[src/rtl/bus32_pkg.sv]
// Shared types for the bus32 EPC arbiter: FSM states, requester index, timeout read-back value.
package bus32_pkg;

    typedef enum logic [1:0] {
        ST_IDLE,
        ST_SETUP,
        ST_STROBE,
        ST_DONE
    } state_t;

    typedef logic req_idx_t;

    localparam logic [31:0] BUS32_TIMEOUT_DATA = 32'hDEAD_BEEF;

endpackage

[src/rtl/bus32_rr_arbiter.sv]
// Combinational two-way round-robin pick: on a tie the requester other than last_grant wins.
module bus32_rr_arbiter
    import bus32_pkg::*;
(
    input  logic [1:0] req,
    input  req_idx_t   last_grant,
    output req_idx_t   grant,
    output logic       valid
);

    always_comb begin
        valid = |req;
        grant = 1'b0;
        if (&req) begin
            grant = ~last_grant;
        end else if (req[1]) begin
            grant = 1'b1;
        end
    end

endmodule

[src/rtl/bus32_epc_arbiter.sv]
// Two-requester round-robin sequencer driving complete bus32 EPC transactions.
// Optional strobe timeout is enabled by defining BUS32_ARB_TIMEOUT_EN.
module bus32_epc_arbiter
    import bus32_pkg::*;
#(
    parameter int datawidth      = 32,
    parameter int addrwidth      = 8,
    parameter int timeout_cycles = 255
) (
    input  logic                 clock_in,
    input  logic                 reset_in,
    input  logic                 req0_in,
    input  logic                 req1_in,
    input  logic                 wr0_in,
    input  logic                 wr1_in,
    input  logic [addrwidth-1:0] addr0_in,
    input  logic [addrwidth-1:0] addr1_in,
    input  logic [datawidth-1:0] wdata0_in,
    input  logic [datawidth-1:0] wdata1_in,
    input  logic [3:0]           be0_in,
    input  logic [3:0]           be1_in,
    output logic [datawidth-1:0] rdata0_out,
    output logic [datawidth-1:0] rdata1_out,
    output logic                 done0_out,
    output logic                 done1_out,
    output logic                 err0_out,
    output logic                 err1_out,
    output logic                 busy_out,
    output logic [31:0]          epc_addr_out,
    output logic [datawidth-1:0] epc_data_out,
    input  logic [datawidth-1:0] epc_data_in,
    output logic [3:0]           epc_be_out,
    output logic                 epc_cs_n_out,
    output logic                 epc_wr_n_out,
    output logic                 epc_rd_n_out,
    input  logic                 epc_rdy_in
);

`ifdef BUS32_ARB_TIMEOUT_EN
    localparam bit TMO_EN = 1'b1;
`else
    localparam bit TMO_EN = 1'b0;
`endif
    localparam int TMO_W = (timeout_cycles > 1) ? $clog2(timeout_cycles) : 1;

    state_t                 state_q, state_d;
    req_idx_t               last_grant_q, winner_q, arb_grant;
    logic                   arb_valid;
    logic                   wr_q;
    logic [TMO_W-1:0]       tmo_cnt_q;
    logic                   tmo_hit;
    logic                   sel_wr;
    logic [addrwidth-1:0]   sel_addr;
    logic [3:0]             sel_be;
    logic [datawidth-1:0]   sel_wdata;
    logic [datawidth-1:0]   done_rdata;
    logic                   done_err;

    bus32_rr_arbiter u_arb (
        .req        ({req1_in, req0_in}),
        .last_grant (last_grant_q),
        .grant      (arb_grant),
        .valid      (arb_valid)
    );

    always_comb begin
        sel_wr    = arb_grant ? wr1_in    : wr0_in;
        sel_addr  = arb_grant ? addr1_in  : addr0_in;
        sel_be    = arb_grant ? be1_in    : be0_in;
        sel_wdata = arb_grant ? wdata1_in : wdata0_in;
    end

    // Counter only advances when the timeout build is selected; otherwise tmo_hit is constant 0.
    assign tmo_hit = TMO_EN && (state_q == ST_STROBE) &&
                     (tmo_cnt_q == TMO_W'(timeout_cycles - 1));

    always_comb begin
        done_err   = TMO_EN && !epc_rdy_in;
        done_rdata = wr_q ? '0 : epc_data_in;
        if (done_err) begin
            done_rdata = datawidth'(BUS32_TIMEOUT_DATA);
        end
    end

    always_ff @(posedge clock_in) begin
        if (!reset_in) begin
            state_q <= ST_IDLE;
        end else begin
            state_q <= state_d;
        end
    end

    always_comb begin
        state_d = state_q;
        case (state_q)
            ST_IDLE:   if (arb_valid) state_d = ST_SETUP;
            ST_SETUP:  state_d = ST_STROBE;
            ST_STROBE: if (epc_rdy_in || tmo_hit) state_d = ST_DONE;
            ST_DONE:   state_d = ST_IDLE;
            default:   state_d = ST_IDLE;
        endcase
    end

    // Outputs are registered from the next state so the bus pins change on the same edge as the FSM.
    always_ff @(posedge clock_in) begin
        if (!reset_in) begin
            epc_cs_n_out <= 1'b1;
            epc_wr_n_out <= 1'b1;
            epc_rd_n_out <= 1'b1;
            epc_addr_out <= '0;
            epc_data_out <= '0;
            epc_be_out   <= '0;
            rdata0_out   <= '0;
            rdata1_out   <= '0;
            done0_out    <= 1'b0;
            done1_out    <= 1'b0;
            err0_out     <= 1'b0;
            err1_out     <= 1'b0;
            busy_out     <= 1'b0;
            last_grant_q <= 1'b1;
            winner_q     <= 1'b0;
            wr_q         <= 1'b0;
            tmo_cnt_q    <= '0;
        end else begin
            epc_cs_n_out <= !(state_d == ST_SETUP || state_d == ST_STROBE);
            epc_wr_n_out <= !(state_d == ST_STROBE && wr_q);
            epc_rd_n_out <= !(state_d == ST_STROBE && !wr_q);
            busy_out     <= (state_d != ST_IDLE);
            done0_out    <= 1'b0;
            done1_out    <= 1'b0;

            if (TMO_EN && state_q == ST_STROBE && state_d == ST_STROBE) begin
                tmo_cnt_q <= tmo_cnt_q + 1'b1;
            end else begin
                tmo_cnt_q <= '0;
            end

            if (state_q == ST_IDLE && arb_valid) begin
                winner_q     <= arb_grant;
                wr_q         <= sel_wr;
                epc_addr_out <= 32'(sel_addr);
                epc_be_out   <= sel_be;
                epc_data_out <= sel_wdata;
            end

            if (state_q == ST_STROBE && state_d == ST_DONE) begin
                last_grant_q <= winner_q;
                if (winner_q == 1'b0) begin
                    done0_out  <= 1'b1;
                    rdata0_out <= done_rdata;
                    err0_out   <= done_err;
                end else begin
                    done1_out  <= 1'b1;
                    rdata1_out <= done_rdata;
                    err1_out   <= done_err;
                end
            end
        end
    end

endmodule

[config.mk]
export PLATFORM = sky130hd
export DESIGN_NAME = bus32_epc_arbiter
export DESIGN_NICKNAME = d
export VERILOG_FILES = /design/src/rtl/bus32_pkg.sv /design/src/rtl/bus32_rr_arbiter.sv /design/src/rtl/bus32_epc_arbiter.sv
export SDC_FILE = /design/constraint.sdc
export NUM_CORES = 1
export LEC_CHECK = 0
export ABC_CLOCK_PERIOD_IN_PS = 5700
export CAP_MARGIN = 20
export CORE_MARGIN = 4
export CORE_UTILIZATION = 35
export DETAILED_ROUTE_END_ITERATION = 8
export GPL_ROUTABILITY_DRIVEN = 0
export PLACE_DENSITY = 0.82
export SLEW_MARGIN = 20
export SYNTH_ARGS = -nofsm -noshare
export SYNTH_HDL_FRONTEND = slang
export SYNTH_SLANG_ARGS = --single-unit
export TNS_END_PERCENT = 20
[constraint.sdc]
create_clock -name clock_in -period 5.7 [get_ports clock_in]
set_clock_uncertainty 0.05 [all_clocks]
set_input_delay 1.14 -clock clock_in [delete_from_list [all_inputs] [get_ports clock_in]]
set_output_delay 1.14 -clock clock_in [all_outputs]
set_load 0.02 [all_outputs]
# [Yosys cells after proc, flatten, opt, wreduce, memory -nomap -nowiden]
# Cells that the tools add are included.
[op_classes] n_addsub=0 multipliers=0 div=0 order_cmp=0 eq_ne=6 shifts=0 mux=12 n_bitwise=2 reduce_logical=16
[ops] op="two-way mux 32 bit" count=2
[ops] op="equality test 2 bit, second input constant" count=4
[ops] op="two-way mux 8 bit" count=1
[ops] op="one-hot mux 2 bit (4 select lines)" count=1
[ops] op="AND reduction 2 bit" count=4
[ops] op="two-way mux 1 bit" count=5
[ops] op="equality test 2 x 1 -> 1 bit, second input constant" count=2
[ops] op="logical AND 1 bit" count=4
[ops] op="zero test 1 bit" count=4
[ops] op="two-way mux 2 bit" count=2
[ops] op="two-way mux 4 bit" count=1
[ops] op="zero test 2 bit" count=1
[ops] op="NOT 1 bit" count=2
[ops] op="nonzero test 2 bit" count=1
[ops] op="OR reduction 2 bit" count=1
[ops] op="logical OR 1 bit" count=1
[word_totals] reg_bits=119 latch_bits=0 mem_bits_rw=0 rom_bits=0 input_bits=127 mem_count=0

# [Logic depth before layout (Yosys ltp)]
[logic_depth] depth_word=6 depth_mapped=10

# [Cells and area by module]
# From an unflattened synthesis, not the netlist that was laid out.
[unflattened] hier_cells=560 hier_area_um2=5512.8
[by_module_without_submodules] module="bus32_epc_arbiter" n_inst=1 cells_per_inst=558 area_per_inst_um2=5499.0 seq_area_each_um2=2382.3
[by_module_without_submodules] module="bus32_rr_arbiter" n_inst=1 cells_per_inst=2 area_per_inst_um2=13.8 seq_area_each_um2=0.0

# [Worst setup path after synthesis]
# No wires, ideal clock.
[synth_timing] kind="input port to flip-flop" startpoint="input req1_in" endpoint="register rdata0_out[25]" setup_time_ps=132 arrival_time_ps=2408 required_ps=5518 slack_ps=3109 cell_stages=8 path_buffers=2 cell_sequence="nor4b_1 nor3_1 ha_1 and3b_1 buf_2 buf_2 nand3_1 a21oi_1"
[synth_via] elab_chain_cells=6
[synth_rtl] item="from (decl)" line="bus32_epc_arbiter.sv:13" rtl="input logic req1_in,"
[synth_rtl] item="OR reduction 2 bit" line="bus32_rr_arbiter.sv:12" rtl="valid = |req;"
[synth_rtl] item="two-way mux 2 bit" line="bus32_epc_arbiter.sv:96" rtl="ST_IDLE: if (arb_valid) state_d = ST_SETUP;"
[synth_rtl] item="one-hot mux 2 bit (4 select lines)" line="bus32_epc_arbiter.sv:95" rtl="case (state_q)"
[synth_rtl] item="named net state_d[0]" line="bus32_epc_arbiter.sv:46" rtl="state_t state_q, state_d;"
[synth_rtl] item="equality test 2 bit" line="bus32_epc_arbiter.sv:146" rtl="if (state_q == ST_STROBE && state_d == ST_DONE) begin"
[synth_rtl] item="logical AND 1 bit" line="bus32_epc_arbiter.sv:146"
[synth_rtl] item="AND reduction 2 bit (no line)"
[synth_rtl] item="to (signal assigned)" line="bus32_epc_arbiter.sv:150" rtl="rdata0_out <= done_rdata;"
[synth_rtl] item="to (decl)" line="bus32_epc_arbiter.sv:22" rtl="output logic [datawidth-1:0] rdata0_out,"
# The timed path passes the listed nets, and every way through them passes these cells.
# A chain may end at the register's enable or synchronous reset.

# [Worst setup path in the final report]
[layout_timing] startpoint="input req0_in" endpoint="register rdata0_out[5]"
[layout_via] elab_chain_cells=6
[layout_rtl] item="from (decl)" line="bus32_epc_arbiter.sv:12" rtl="input logic req0_in,"
[layout_rtl] item="OR reduction 2 bit" line="bus32_rr_arbiter.sv:12"
[layout_rtl] item="two-way mux 2 bit" line="bus32_epc_arbiter.sv:96"
[layout_rtl] item="one-hot mux 2 bit (4 select lines)" line="bus32_epc_arbiter.sv:95"
[layout_rtl] item="named net state_d[0]" line="bus32_epc_arbiter.sv:46"
[layout_rtl] item="equality test 2 bit" line="bus32_epc_arbiter.sv:146"
[layout_rtl] item="logical AND 1 bit" line="bus32_epc_arbiter.sv:146"
[layout_rtl] item="AND reduction 2 bit (no line)"
# The timed path passes the listed nets, and every way through them passes these cells.

==> results.tsv <==
metric	value	unit
synth.area.top_cells	dfxtp_1, a21oi_1, a32o_1, nand2_1, buf_4	
wl_per_cell	16.11	um
antenna_found_initial	0	
postRouteAntennaNets	0	
viasPerCell	5.029	
yosys.area_share.simple	11.84	%
dp_cells	910	
hold_viol_final	0	
clock_sinks	119	
worst_r2r_path_depth	9	
routed_wl	15130	um
power_frac_seq	32.8	%
antenna_cells	0	
postCtsSetupRepairBufs	0	
synth_cell_types	30	
internal_power	2.206	mW
end_kind	flop	
sw_frac_of_total	32.97	%
place_hpwl	10500	um
ys_ff_latch	119	
maxSlewHeadroom	38.98	%
grt_pass1_wl	23010	um
synth.area.mux_share	0	%
power_density	431.3	nW/um2
yosys_warnings	0	
critPathArrivalTime	3.39	ns
drt_iter0_drc	402	
path_clk_slew	0.05	ns
grt_max_degree	61	
synth-async-reset-ratio	0	%
cts_hold_buf	0	
synth.avg_cell_area	8.698	um2
crit_type	in -> reg	
maxCapViolCount	0	
ios	267	
clock_latency	0.41	ns
core_area	12880	um2
port_buffers	240	
cp.required	5.98	ns
htreeDepth	4	
cts-buffers-inserted	17	
post-route-drc-count	0	
comb_power_share	33.9	%
cts_tree	yes	
drt_pass1_iterations	5	
grt_util_all_layers	19.25	%
tightest_slew	0.9153	ns
synth_edf_count	0	
max_freq	0.3214	GHz
synth_xor_area_share	0	%
cellLeakagePower	2.881	nW
drv_slew	0	
dr_total_vias	4722	
final_util	59.26	%
drive_gt1_share	5.737	%
clk_path_buf_depth	2	
nets	890	
synth_top_family_by_area	compound AO/OA/AOI/OAI gates	
die_w	123.6	um
instances_no_fill	939	
fin_crit_sh	54.59	%
synth_top_area_cell	dfxtp_1	
cts_resized	0	
fin_crit	3.111	ns
status	completed	
synth_area	4679	um2
tns	0	ns
cts_root_buffer	clkbuf_16	
clkPwrFrac	33.3	%
hp-class	reg -> reg	
critPathMaxFanout	32	
fp-row-count	41	
synth_adder_area_share	1.604	%
setup_viol	0	
start_util	36.34	%
overflow	0	
synth_compound_area_share	25.75	%
ir_drop	253.5	uV
syn-instance-count	538	
synth-main-ff-cell	dfxtp_1	
rsz0062_at_grt	false	
ys_seq_area_share	50.91	%
grt_pass1_vias	4640	
die_area	15280	um2
power_switching	1.085	mW
synth_top_area_share	50.91	%
die_height	123.6	um
fill_cells	1126	
syn_to_final_growth	63.05	%
hold-path-cell-count	1	
cp-start-kind	primary input	
-- per-stage QoR --
stage	hold WS, ns	power [mW]	cell area [um2]	worst slack, ns
floorplan	0.3179	1.703	4773	3.109
global placement	0.3346	2.186	7033	2.362
detailed placement	0.3484	2.201	7033	2.304
CTS	0.3598	3.316	7630	2.627
global route	0.3610	3.454	7630	2.446
finish	0.3569	3.291	7630	2.589
-- worst paths after layout --
check / startpoint / to / slack [ns]
worst max-delay path: req0_in / rdata0_out[5]$_SDFFE_PN0P_ / 2.59
worst min-delay path: wr_q$_SDFFE_PN0P_ / epc_wr_n_out$_SDFF_PN1_ / 0.36
worst min register to register: wr_q$_SDFFE_PN0P_ / epc_wr_n_out$_SDFF_PN1_ / 0.36
worst max register to register: state_q[0]$_SDFF_PN0_ / rdata0_out[5]$_SDFFE_PN0P_ / 3.27
-- cell families (layout without fill, tap and decap cells) --
logic type | after synthesis | count (layout)
other | 1 | 26
buffers and inverters | 80 | 284
adders and majority gates | 6 | 6
and+or+nand+nor | 129 | 129
AOI/OAI and AO/OA | 203 | 203
DFF | 119 | 119
-- power groups by stage --
stage	Sequential, mW	Combinational, mW	Clock (mW)
2_1_floorplan	1.28	0.423	0
3_3_place_gp	1.09	1.10	0
3_5_place_dp	1.09	1.11	0
4_1_cts	1.08	1.12	1.12
5_1_grt	1.10	1.21	1.15
6_report	1.08	1.12	1.10
-- state kept, by name, summed over array words and instances, names as in the netlist, 2 cells and up --
register,cells
epc_data_out,32
rdata0_out,32
rdata1_out,32
epc_addr_out,8
epc_be_out,4
state_q,2
-- layout by cell type, fill, tap and decap left out, types with 2 or more instances in the layout --
master           synthesis  routed
ha_1                     6       6
o21ai_1                  6       5
a21oi_1                121     121
nand3_1                 35      35
bufinv_16                0       4
nor2_1                   5       5
clkbuf_16                0      17
a32o_1                  32      32
clkinv_2                 0       6
clkdlybuf4s50_1          0     240
inv_1                    6       5
nor3_1                   2       2
dfxtp_1                119     119
nand2_1                 80      80
buf_4                   28       9
conb_1                   1      26
o21ai_0                 39      39
-- layer usage --
metal / up-vias / GRT usage, % / wire (um)
li1: 2280 / - / -
met1: 2181 / 21.49 / 5828
met2: 242 / 32.31 / 7321
met3: 19 / 8.038 / 1734
met4: 0 / 7.958 / 240
met5: - / 0 / 0
-- worst max-delay path, stage by stage --
cell and delay [ns]:
clkdlybuf4s50_1 0.64, nor4b_1 0.12, nor3_1 0.32, ha_1 0.29
and3b_1 0.18, buf_4 0.34, nand3_1 0.15, a21oi_1 0.18
-- Yosys cell counts, drive strengths merged, types with 2 or more instances --
cell / number
a21oi: 121
dfxtp: 119
nand2: 80
buf: 58
o21ai: 45
nand3: 35
a32o: 32
clkbuf: 16
ha: 6
inv: 6
nor2: 6
nor3: 2
-- cell type report --
| type | instances | area (um2) | share of cell area, % |
|---|---|---|---|
| Inverter | 6 | 22.52 | 0.2952 |
| Tap cell | 172 | 215.2 | 2.821 |
| Sequential cell | 119 | 2382 | 31.22 |
| Clock buffer | 18 | 439.2 | 5.756 |
| Multi-Input combinational cell | 364 | 1943 | 25.47 |
| Timing Repair Buffer | 249 | 2470 | 32.37 |
| Clock inverter | 11 | 157.7 | 2.066 |
No activity file was read; power rests on OpenSTA's default activity.
